File: src/rtl/conv_window_feeder_if.sv
// Stream/kernel/MAC-lane bundle for conv_window_feeder.
// master = pixel/kernel source and MAC consumer, slave = the feeder.
interface conv_window_feeder_if;
    logic        in_valid;
    logic [7:0]  in_pixel;
    logic        in_ready;
    logic        k_we;
    logic [3:0]  k_addr;
    logic [7:0]  k_data;
    logic [23:0] data_out;
    logic [23:0] weight_out;
    logic        win_valid;
    logic        res_valid;
    logic        res_last;

    modport master (
        output in_valid, in_pixel, k_we, k_addr, k_data,
        input  in_ready, data_out, weight_out, win_valid, res_valid, res_last
    );

    modport slave (
        input  in_valid, in_pixel, k_we, k_addr, k_data,
        output in_ready, data_out, weight_out, win_valid, res_valid, res_last
    );
endinterface

File: src/rtl/conv_window_feeder.sv
// 3x3 window former feeding a 3-cycle-per-row MAC in 4-cycle slots.
// Optional KERNEL_LOCK_EN: kernel writes only at (0,0) in phase 0 (between images).
module conv_window_feeder #(
    parameter int IMG_W = 8,
    parameter int IMG_H = 8
) (
    input logic                  clk,
    input logic                  rst,
    conv_window_feeder_if.slave  bus
);

    localparam int CW = (IMG_W > 1) ? $clog2(IMG_W) : 1;
    localparam int RW = (IMG_H > 1) ? $clog2(IMG_H) : 1;
    localparam logic [CW-1:0] COL_LAST = CW'(IMG_W - 1);
    localparam logic [RW-1:0] ROW_LAST = RW'(IMG_H - 1);
    localparam logic [CW-1:0] COL_TWO  = CW'(2);
    localparam logic [RW-1:0] ROW_TWO  = RW'(2);

    logic [1:0]    phase_q;
    logic [CW-1:0] col_q, col_d;
    logic [RW-1:0] row_q, row_d;
    logic [7:0]    lb0_q [IMG_W];
    logic [7:0]    lb1_q [IMG_W];
    logic [7:0]    win_q [3][3];
    logic [7:0]    kern_q [9];
    logic          slot_valid_q;
    logic          slot_last_q;

    logic          accept_s;
    logic          kwr_s;
    logic          slot_ok_s;
    logic          at_last_s;
    logic [23:0]   data_s;
    logic [23:0]   weight_s;
    logic          win_valid_s;

    assign accept_s  = bus.in_valid & (phase_q == 2'd0);
    assign slot_ok_s = (row_q >= ROW_TWO) & (col_q >= COL_TWO);
    assign at_last_s = (row_q == ROW_LAST) & (col_q == COL_LAST);

`ifdef KERNEL_LOCK_EN
    logic lock_ok_s;
    assign lock_ok_s = (row_q == {RW{1'b0}}) & (col_q == {CW{1'b0}}) & (phase_q == 2'd0);
    assign kwr_s     = bus.k_we & (bus.k_addr <= 4'd8) & lock_ok_s;
`else
    assign kwr_s     = bus.k_we & (bus.k_addr <= 4'd8);
`endif

    // Raster position advance on each accepted pixel, wrapping at image end.
    always_comb begin
        col_d = col_q;
        row_d = row_q;
        if (accept_s) begin
            if (col_q == COL_LAST) begin
                col_d = {CW{1'b0}};
                if (row_q == ROW_LAST) begin
                    row_d = {RW{1'b0}};
                end else begin
                    row_d = row_q + RW'(1);
                end
            end else begin
                col_d = col_q + CW'(1);
            end
        end else begin
            col_d = col_q;
            row_d = row_q;
        end
    end

    // Line buffers: no reset, stale data is masked by the row>=2 gating.
    always_ff @(posedge clk) begin
        if (accept_s) begin
            lb1_q[col_q] <= lb0_q[col_q];
            lb0_q[col_q] <= bus.in_pixel;
        end
    end

    // Phase counter, position, window, kernel and slot status registers.
    always_ff @(posedge clk or negedge rst) begin
        if (!rst) begin
            phase_q      <= 2'd0;
            col_q        <= {CW{1'b0}};
            row_q        <= {RW{1'b0}};
            slot_valid_q <= 1'b0;
            slot_last_q  <= 1'b0;
            for (int i = 0; i < 3; i++) begin
                for (int j = 0; j < 3; j++) begin
                    win_q[i][j] <= 8'd0;
                end
            end
            for (int k = 0; k < 9; k++) begin
                kern_q[k] <= 8'd0;
            end
        end else begin
            phase_q <= phase_q + 2'd1;
            col_q   <= col_d;
            row_q   <= row_d;
            if (phase_q == 2'd0) begin
                slot_valid_q <= accept_s & slot_ok_s;
                slot_last_q  <= accept_s & at_last_s;
            end
            if (accept_s) begin
                // Row 0 is the oldest line (r-2), column 2 the newest pixel.
                for (int i = 0; i < 3; i++) begin
                    win_q[i][0] <= win_q[i][1];
                    win_q[i][1] <= win_q[i][2];
                end
                win_q[0][2] <= lb1_q[col_q];
                win_q[1][2] <= lb0_q[col_q];
                win_q[2][2] <= bus.in_pixel;
            end
            if (kwr_s) begin
                kern_q[bus.k_addr] <= bus.k_data;
            end
        end
    end

    // Phase 1..3 of a valid slot present window/kernel row (phase-1).
    always_comb begin
        data_s      = 24'd0;
        weight_s    = 24'd0;
        win_valid_s = 1'b0;
        if (slot_valid_q) begin
            case (phase_q)
                2'd1: begin
                    data_s      = {win_q[0][2], win_q[0][1], win_q[0][0]};
                    weight_s    = {kern_q[2], kern_q[1], kern_q[0]};
                    win_valid_s = 1'b1;
                end
                2'd2: begin
                    data_s      = {win_q[1][2], win_q[1][1], win_q[1][0]};
                    weight_s    = {kern_q[5], kern_q[4], kern_q[3]};
                    win_valid_s = 1'b1;
                end
                2'd3: begin
                    data_s      = {win_q[2][2], win_q[2][1], win_q[2][0]};
                    weight_s    = {kern_q[8], kern_q[7], kern_q[6]};
                    win_valid_s = 1'b1;
                end
                default: begin
                    data_s      = 24'd0;
                    weight_s    = 24'd0;
                    win_valid_s = 1'b0;
                end
            endcase
        end else begin
            data_s      = 24'd0;
            weight_s    = 24'd0;
            win_valid_s = 1'b0;
        end
    end

    assign bus.in_ready   = (phase_q == 2'd0);
    assign bus.data_out   = data_s;
    assign bus.weight_out = weight_s;
    assign bus.win_valid  = win_valid_s;
    assign bus.res_valid  = (phase_q == 2'd0) & slot_valid_q;
    assign bus.res_last   = (phase_q == 2'd0) & slot_valid_q & slot_last_q;

endmodule

File: src/flat_wrapper.sv
// flat-port wrapper written by rule: the top's interface ports become plain ports
module conv_window_feeder_flat 
#(
    parameter int IMG_W = 8,
    parameter int IMG_H = 8
)
  (clk, rst, bus_in_valid, bus_in_pixel, bus_k_we, bus_k_addr, bus_k_data, bus_in_ready, bus_data_out, bus_weight_out, bus_win_valid, bus_res_valid, bus_res_last);
  conv_window_feeder_if bus_i ();
  input logic clk;
  input logic rst;
  input wire logic [$bits(bus_i.in_valid)-1:0] bus_in_valid;
  input wire logic [$bits(bus_i.in_pixel)-1:0] bus_in_pixel;
  input wire logic [$bits(bus_i.k_we)-1:0] bus_k_we;
  input wire logic [$bits(bus_i.k_addr)-1:0] bus_k_addr;
  input wire logic [$bits(bus_i.k_data)-1:0] bus_k_data;
  output wire logic [$bits(bus_i.in_ready)-1:0] bus_in_ready;
  output wire logic [$bits(bus_i.data_out)-1:0] bus_data_out;
  output wire logic [$bits(bus_i.weight_out)-1:0] bus_weight_out;
  output wire logic [$bits(bus_i.win_valid)-1:0] bus_win_valid;
  output wire logic [$bits(bus_i.res_valid)-1:0] bus_res_valid;
  output wire logic [$bits(bus_i.res_last)-1:0] bus_res_last;
  assign bus_i.in_valid = bus_in_valid;
  assign bus_i.in_pixel = bus_in_pixel;
  assign bus_i.k_we = bus_k_we;
  assign bus_i.k_addr = bus_k_addr;
  assign bus_i.k_data = bus_k_data;
  assign bus_in_ready = bus_i.in_ready;
  assign bus_data_out = bus_i.data_out;
  assign bus_weight_out = bus_i.weight_out;
  assign bus_win_valid = bus_i.win_valid;
  assign bus_res_valid = bus_i.res_valid;
  assign bus_res_last = bus_i.res_last;
  conv_window_feeder #(.IMG_W(IMG_W), .IMG_H(IMG_H)) u_core (.clk(clk), .rst(rst), .bus(bus_i));
endmodule
File: config.mk
export PLATFORM = sky130hd
export DESIGN_NAME = conv_window_feeder_flat
export DESIGN_NICKNAME = d
export VERILOG_FILES = /design/src/rtl/conv_window_feeder_if.sv /design/src/rtl/conv_window_feeder.sv /design/src/flat_wrapper.sv
export SDC_FILE = /design/constraint.sdc
export NUM_CORES = 1
export LEC_CHECK = 0
export ABC_AREA = 1
export BUFFER_PORTS_ARGS = -buffer_cell sky130_fd_sc_hd__buf_2
export CORE_UTILIZATION = 31
export DETAILED_ROUTE_END_ITERATION = 10
export PLACE_DENSITY = 0.53
export SETUP_SLACK_MARGIN = 0.02
export SYNTH_ARGS = -nofsm -noshare
export SYNTH_HDL_FRONTEND = slang
export SYNTH_SLANG_ARGS = --single-unit
export TNS_END_PERCENT = 1
File: constraint.sdc
create_clock -name clk -period 7.5 [get_ports clk]
set_input_delay 0.375 -clock clk [delete_from_list [all_inputs] [get_ports clk]]
set_output_delay 0.375 -clock clk [all_outputs]
set_load 0.005 [all_outputs]
Word-level counts from Yosys, hierarchy flattened:

Memory sizes are Yosys's and may differ from the RTL's. A register that Yosys moved wholly into a read port is not among the register bits.
Cells that the tools add are included.

* ROM bits: 0
* memories kept: 2
* output and inout bits: 52
* bits in writable memories: 128
* input port bits: 24
* bits in latches: 0
* bits in registers: 146

* reductions and logical operators: 5
* shift-type cells: 0
* $lt $le $gt $ge: 5
* bitwise gates (word level): 9
* add/sub/neg operators: 3
* multiply operators: 0
* equality and inequality tests: 5
* div/mod/pow operators: 0
* muxes and demuxes: 13

Memories
* u_core.lb0_q: words 8, width 8, rd ports 1, clocked after memory_dff 0, wr ports 1, RTL line conv_window_feeder.sv:22 `logic [7:0] lb0_q [IMG_W];`
* u_core.lb1_q: words 8, width 8, rd ports 1, clocked after memory_dff 1, wr ports 1, RTL line conv_window_feeder.sv:23 `logic [7:0] lb1_q [IMG_W];`

Operators by type and width (count)
* 24-bit one-hot mux with 3 select lines: 2
* 72-bit bitwise mux: 1
* 24-bit 2-to-1 mux: 2
* 8-bit demux with 4-bit select: 1
* 1-bit bitwise AND: 8
* 8-bit 2-to-1 mux: 1
* 3-bit by 1-bit adder with 3-bit output (second input constant): 2
* 3-bit == test (second input constant): 2
* 3-bit by 2-bit greater-or-equal comparator with 1-bit output (second input constant): 2
* 3-bit 2-to-1 mux: 2
* 5-bit greater-or-equal comparator (second input constant): 1
* 5-bit by 1-bit less-than comparator with 1-bit output (second input constant): 1
* 4-bit NOT with 5-bit output: 1
* 2-bit == test (second input constant): 2
* 4-bit less-or-equal comparator (second input constant): 1
* 1-bit 2-to-1 mux: 4
* 3-bit OR reduction: 1
* 2-bit by 1-bit adder with 2-bit output (second input constant): 1
* 2-bit by 1-bit == test with 1-bit output (second input constant): 1
* 2-bit zero test: 1
* 2-bit AND reduction: 1
* 1-bit logical AND: 1
* 1-bit zero test: 1

Depth between registers and ports, before layout:

Gate-level depths: netlist of run 1.

* depth after elaboration: 6
* depth in mapped cells: 8
* mapped depth without buffers: 7

Least setup slack after synthesis of run 1:

OpenSTA, ideal clock, no wires.

* kind: flip-flop to flip-flop
* start point: reg u_core.phase_q[0]
* end point: mem u_core.lb0_q[0][0], enable pin
* cell stages (with the launch flop): 8
* path slack: 5.020 ns
* data arrival time: 2.091 ns
* period minus slack after synthesis: 2.480 ns
* cell sequence: dfrtp_1 > inv_1 > ha_1 > nand2_1 > inv_1 > clkbuf_1 > nand2_1 > nor2_1

* word-level cells in the longest chain between the ends: 4

RTL lines
* from (decl): RTL line conv_window_feeder.sv:19 `logic [1:0] phase_q;`
* from (signal assigned): RTL line conv_window_feeder.sv:95 `phase_q <= phase_q + 2'd1;`
* 2-bit zero test
* net bus_in_ready: RTL line flat_wrapper.sv:16 `output wire logic [$bits(bus_i.in_ready)-1:0] bus_in_ready;`
* 1-bit bitwise AND: RTL line conv_window_feeder.sv:37 `assign accept_s = bus.in_valid & (phase_q == 2'd0);`
* 1-bit 2-to-1 mux: RTL line conv_window_feeder.sv:72 `if (accept_s) begin`
* 1-bit 2-to-1 mux (not written as such): RTL line conv_window_feeder.sv:74 `lb0_q[col_q] <= bus.in_pixel;`
* to (decl): RTL line conv_window_feeder.sv:22

The timed path passes the listed nets, and every way through them passes these cells.

Worst setup path after layout of run 1:

* start point: reg u_core.phase_q[0]
* end point: mem u_core.lb0_q[3][0], enable pin

* word-level cells in the longest chain between the ends: 4

RTL lines (RTL line)
* 2-bit zero test: conv_window_feeder.sv:37
* 1-bit bitwise AND: conv_window_feeder.sv:37
* 1-bit 2-to-1 mux: conv_window_feeder.sv:72
* 1-bit 2-to-1 mux (not written as such): conv_window_feeder.sv:74

No other way between the ends.

==> results by group, run 1 <==
Placed design
  • Routability Congestion: 0.784
  • Dpl cells: 2009
  • I/O Buffers: 75
  • DPL Wire Length: 20.2 mm

Finish
  • Final cell count without fillers: 2071
  • Multi-input logic area: 3950 um^2
  • Most common cell after layout, fill and taps aside: nand2_1
  • N_diodes: 0
  • Filler cells: 4031
  • Register area: 7700 um^2
  • Final net count: 1554
  • Area grow syn2layout: 15.9%
  • Share of post-route cells with drive strength above 1: 10.9%
  • Most frequent cells in the layout: nand2_1, inv_1, nand3_1

CTS
  • TritonCTS clock tree: done
  • Max clock buf depth: 3
  • Htree depth: 2
  • Clk slew on worst S/H paths: 60 ps
  • CTS Root Cell: clkbuf_16
  • Post-CTS sizing: 0
  • Clk sink count: 282
  • Clock latency on the worst-skew pair: 530 ps
  • CTS buffer count: 34

Floorplanning
  • Ports: 76
  • Initial Util: 31.7%
  • Chip width: 205 um
  • Die Ht: 205 um
  • Row cnt: 73
  • Die Area: 41800 um^2
  • Core ar.: 40100 um^2

Route
  • Wirelength per Cell: 15.4 um
  • Post-DRT Antenna Nets: 0
  • DR vias/cell: 4.54
  • WL final: 31.9 mm
  • # DRC: 0
  • Vias after detailed routing: 9411
  • Initial DRC Count: 667
  • Drt first pass iters: 5

Global route
  • Tot GR Track Use: 15.7%
  • Vias in the first global route: 8827
  • Initial antenna violation count: 0
  • Largest net degree at the start of global routing: 91
  • First-pass GRT wire length: 50.9 mm
  • GRT Residual Overflow: 0

Logic synthesis
  • Number of library cell types mapped by synthesis: 26
  • Mapped Area: 12700 um^2
  • Syn_nets: 1485
  • Sequential fraction of the synthesis area: 60.5%
  • Ys flop type: dfrtp_1
  • Seq cells post-synth: 282
  • Syn avg cell area: 8.76 um^2
  • Ys async rst share: 54.6%
  • EDFF count, synth: 128
  • Mapped Cells: 1452
  • Yosys Warn Count: 0

Setup path
  • Reg2Reg Capture Point: u_core.lb0_q[3][0]
  • WP data required: 7630 ps
  • R2R cell count: 7
  • Worst r2r src: u_core.phase_q[0]
  • Kind of critical path: flop to flop
  • CP arrival: 2990 ps
  • Worst R2R Setup Slack: 4640 ps
  • Crit end category: flop
  • Crit path max fanout: 68
  • Startpoint types: flop

Timing
  • Slew of the pin with the lowest slew margin: 1280 ps
  • Fin Hold WS: 196 ps
  • Final worst path period need: 2860 ps
  • Endpoints failing hold: 0
  • Final period util: 38.1%
  • F_max: 350 MHz
  • Relative slew slack: 14.5%
  • Skew final: 15.3 ps
  • Setup TNS: 0 ps
  • # setup viols final: 0
  • Max-slew violation count: 0
  • RSZ-0062 raised after global routing: no

Hold path
  • Hold path cells: 3
  • Class of the worst hold path: input port to flop
  • WHS Endpoint: u_core.kern_q[63]
  • Hold path startpoint: bus_k_data[7]

Pwr
  • Worst VDD drop: 0.127 mV
  • Power density over the cells: 320 nW/um^2
  • Lkg Pwr: 7.33 nW

Status
  • Status: finished, final reports clean

Flow run
  • Maxcap violations: 0
## worst max-delay path by stage
| stage | from | end | cells past startpoint |
|---|---|---|---|
| 2_1_floorplan | u_core.phase_q[0] | u_core.lb0_q[0][0] | 7 |
| 3_3_place_gp | u_core.phase_q[0] | u_core.lb1_q[3][6] | 7 |
| 3_5_place_dp | u_core.phase_q[0] | u_core.lb1_q[3][5] | 7 |
| 4_1_cts | u_core.phase_q[0] | u_core.lb0_q[3][2] | 7 |
| 5_1_grt | u_core.phase_q[0] | u_core.lb0_q[3][2] | 7 |
| 6_report | u_core.phase_q[0] | u_core.lb0_q[3][0] | 7 |
## stage by stage
step	utilization, %	total power [W]	setup WS (ps)	area, um^2
final	36.8	0.00472	4640	14700
after global routing	36.8	0.00498	4370	14700
after CTS	36.8	0.00476	4540	14700
after detailed placement	34.0	0.00312	4560	13600
after global placement	34.0	0.00312	4610	13600
after floorplan	-	0.00274	5020	12700
## critical path: stages, from the launching register on
cell	delay, ps
dfrtp_1	410
inv_1	130
ha_1	260
nand2_2	60
buf_4	310
nor2_1	210
inv_1	110
nor2_1	960
## registers in the layout, indices dropped and copies added (netlist names)
register / count
u_core.phase_q: 2
u_core.slot_last_q: 1
u_core.lb0_q: 64
u_core.kern_q: 72
u_core.row_q: 3
u_core.col_q: 3
u_core.slot_valid_q: 1
u_core.lb1_q: 64
u_core.win_q: 72
## Yosys cell counts (6+ instances only)
| cell | count | area (um^2) |
|---|---|---|
| buf_1 | 6 | 22.5 |
| buf_2 | 9 | 45.0 |
| clkbuf_1 | 42 | 158 |
| dfrtp_1 | 154 | 3850 |
| edfxtp_1 | 128 | 3840 |
| ha_1 | 9 | 113 |
| inv_1 | 211 | 792 |
| nand2_1 | 554 | 2080 |
| nand3_1 | 161 | 806 |
| nand4_1 | 9 | 56.3 |
| nor2_1 | 45 | 169 |
| nor3_4 | 6 | 97.6 |
| o21ai_0 | 90 | 450 |
## cell type report
class                           instances  share of cell area (%)
Inverter                              213                    5.42
Sequential cell                       282                    52.2
Timing Repair Buffer                   96                    3.68
Multi-Input combinational cell        894                    26.8
Tap cell                              525                    4.46
Clock inverter                         12                    1.08
Clock buffer                           49                    6.36
## cell families after synthesis
group | synth area share [%]
buf+inv | 8.57
simple gates | 25.9
flops | 60.5
fa+ha+maj | 0.886
compound gates | 4.12
## routing by layer
layer	track usage [%]	vias up	wire length (um)
li1	-	4685	-
met1	23.6	4503	15900
met2	22.7	180	13900
met3	2.43	43	1410
met4	5.20	0	688
met5	0	-	0
## power by group
group          total (W)  internal [W]  switching (W)
clock network    0.00163      0.000979       0.000649
registers        0.00215       0.00200       0.000156
logic           0.000936      0.000280       0.000657
total            0.00472       0.00326        0.00146
## what timing repair did
item / CTS / global route
endpoints found under the hold margin: 89 / 0
buffers inserted: 0 / 0
hold buffers: 1 / 0
setup endpoints to repair: 0 / 0
No activity file was read; power rests on OpenSTA's default activity.
==> inputs of run 2 (changes only) <==
==> constraint.sdc (replaced) <==
create_clock -name clk -period 2.9 [get_ports clk]
set_input_delay 0.145 -clock clk [delete_from_list [all_inputs] [get_ports clk]]
set_output_delay 0.145 -clock clk [all_outputs]
set_load 0.005 [all_outputs]
==> run 2 against run 1 <==
Net effect: total power grew to 2.6 times the previous value; global-route usage grew 0.13 points; worst hold slack lost 160 ps; core utilization grew 0.63 points; clock power grew to 2.5 times the previous value; sequential power grew to 2.6 times the previous value; sequential cell count is the same; clock skew grew 14 ps; register-to-register slack lost 3800 ps; final cell count grew 1.1%; via count grew 1.3%; combinational power grew to 2.6 times the previous value; critical path type is now flop to output pin; largest cell class unchanged.
==> results by group, run 2 (synthesis results as in run 1) <==
Status
  • Status: finished, final reports clean

CTS
  • Clk sink count: 282
  • Post-CTS sizing: 0
  • CTS buffer count: 34
  • Number of setup buffers added after CTS: 0
  • Clk slew on worst S/H paths: 60 ps
  • Htree depth: 2
  • Clock latency on the worst-skew pair: 540 ps
  • CTS Root Cell: clkbuf_16
  • Max clock buf depth: 3
  • TritonCTS clock tree: done

Setup path
  • WP data required: 2760 ps
  • CP max-delay cell: ha_2
  • CP peak stage delay: 450 ps
  • CP arrival: 2410 ps
  • Crit end category: output pin
  • CP bufs+invs: 4
  • Kind of critical path: flop to output pin
  • Crit path max fanout: 25
  • CP Depth: 8
  • R2R cell count: 8
  • Crit-path cells: inv_1 > ha_2 > buf_4 > nand2_1 > nand3_1 > nand2_1 > inv_1 > buf_2
  • Kind of cell adding the most delay to the critical path: buffers and inverters
  • Startpoint types: flop

Timing
  • Skew final: 29.6 ps
  • Endpoints failing hold: 0
  • Relative slew slack: 50.1%
  • Fin Hold WS: 35.3 ps
  • Slew of the pin with the lowest slew margin: 748 ps
  • RSZ-0062 raised after global routing: no
  • # setup viols final: 0
  • Final period util: 88.2%
  • F_max: 391 MHz
  • Max-slew violation count: 0
  • Final worst path period need: 2560 ps
  • Setup TNS: 0 ps

Finish
  • Final net count: 1578
  • Most common cell after layout, fill and taps aside: nand2_1
  • Area grow syn2layout: 17.9%
  • Share of post-route cells with drive strength above 1: 11.2%
  • Final Instance Area: 15000 um^2
  • Core Util, Final: 37.4%
  • N_diodes: 0
  • Most frequent cells in the layout: nand2_1, inv_1, nand3_1
  • Top flop regs: u_core.kern_q x72, u_core.win_q x72
  • Final cell count without fillers: 2093

Placed design
  • I/O Buffers: 75
  • Routability Congestion: 0.811
  • DPL Wire Length: 20.5 mm
  • Placed instance area: 13700 um^2
  • Dpl cells: 2018

Floorplanning
  • Row cnt: 73
  • Die Area: 41800 um^2
  • Die Ht: 205 um
  • Ports: 76
  • Core ar.: 40100 um^2
  • Chip width: 205 um
  • Initial Util: 31.7%

Global route
  • First-pass GRT wire length: 51.4 mm
  • Largest net degree at the start of global routing: 86
  • Vias in the first global route: 9114
  • Tot GR Track Use: 15.8%
  • GRT Residual Overflow: 0
  • Initial antenna violation count: 0

Pwr
  • Worst VDD drop: 0.341 mV
  • Power density over the cells: 810 nW/um^2
  • Lkg Pwr: 7.46 nW

Route
  • # DRC: 0
  • Initial DRC Count: 722
  • Drt first pass iters: 5
  • Vias after detailed routing: 9536
  • Wirelength per Cell: 15.3 um
  • Post-DRT Antenna Nets: 0
  • WL final: 32.0 mm
  • DR vias/cell: 4.56

Hold path
  • Hold path cells: 3
  • Class of the worst hold path: input port to flop

Flow run
  • Maxcap violations: 0
-- run 2: changes by cell type in the layout (fill, tap and decap cells not counted), sizes merged --
cell,previous run,this run
clkinv,6,15
clkbuf,49,41
buf,95,104
clkinvlp,1,0
dlygate4sd3,1,16
inv,215,213
-- run 2: stage by stage --
step           total power, W  setup WS, ps
2_1_floorplan         0.00709           420
3_3_place_gp          0.00804           847
3_5_place_dp          0.00807           808
4_1_cts                0.0123           288
5_1_grt                0.0129           195
6_report               0.0121           344
-- run 2: worst paths after layout --
kind,end,start,slack [ps]
max,bus_weight_out[11],u_core.phase_q[0],340
min,u_core.kern_q[24],bus_k_data[0],40
max reg2reg,u_core.win_q[52],u_core.phase_q[0],810
min reg2reg,u_core.kern_q[52],u_core.kern_q[52],470
max in group asynchronous,u_core.kern_q[41],rst,1890
min in group asynchronous,u_core.kern_q[61],rst,130
-- run 2: worst reg2reg max path, stage by stage, from the launching register on --
cell and delay [ps]:
dfrtp_1 400, inv_1 130, ha_1 270, nand2_2 100, inv_2 70, buf_4 590
o21ai_0 220, nor2_1 150, nor2_1 50
-- run 2: power by group --
part / internal, W / total, W / switching, W
sequential: 0.00516 / 0.00556 / 0.000396
clock: 0.00247 / 0.00415 / 0.00168
combinational: 0.000777 / 0.00244 / 0.00166
total: 0.00841 / 0.0121 / 0.00374
-- run 2: per-layer routing --
layer | GRT usage, % | wire length (um) | vias up
met2 | 23.8 | 14200 | 201
met4 | 5.65 | 799 | 0
li1 | - | - | 4755
met1 | 23.1 | 15700 | 4536
met5 | 0 | 0 | -
met3 | 2.13 | 1300 | 44
-- run 2: layout make-up --
cell class,count,area (um^2)
Tap cell,525,657
Fill cell,4087,25100
Timing Repair Buffer,120,797
Inverter,213,800
Multi-Input combinational cell,894,3950
Sequential cell,282,7700
Clock buffer,41,887
Clock inverter,18,208
-- run 2: repair_timing --
action / in CTS / in global routing
hold buffers: 16 / 0
endpoints found under the setup margin: 0 / 0
endpoints found under the hold margin: 145 / 0
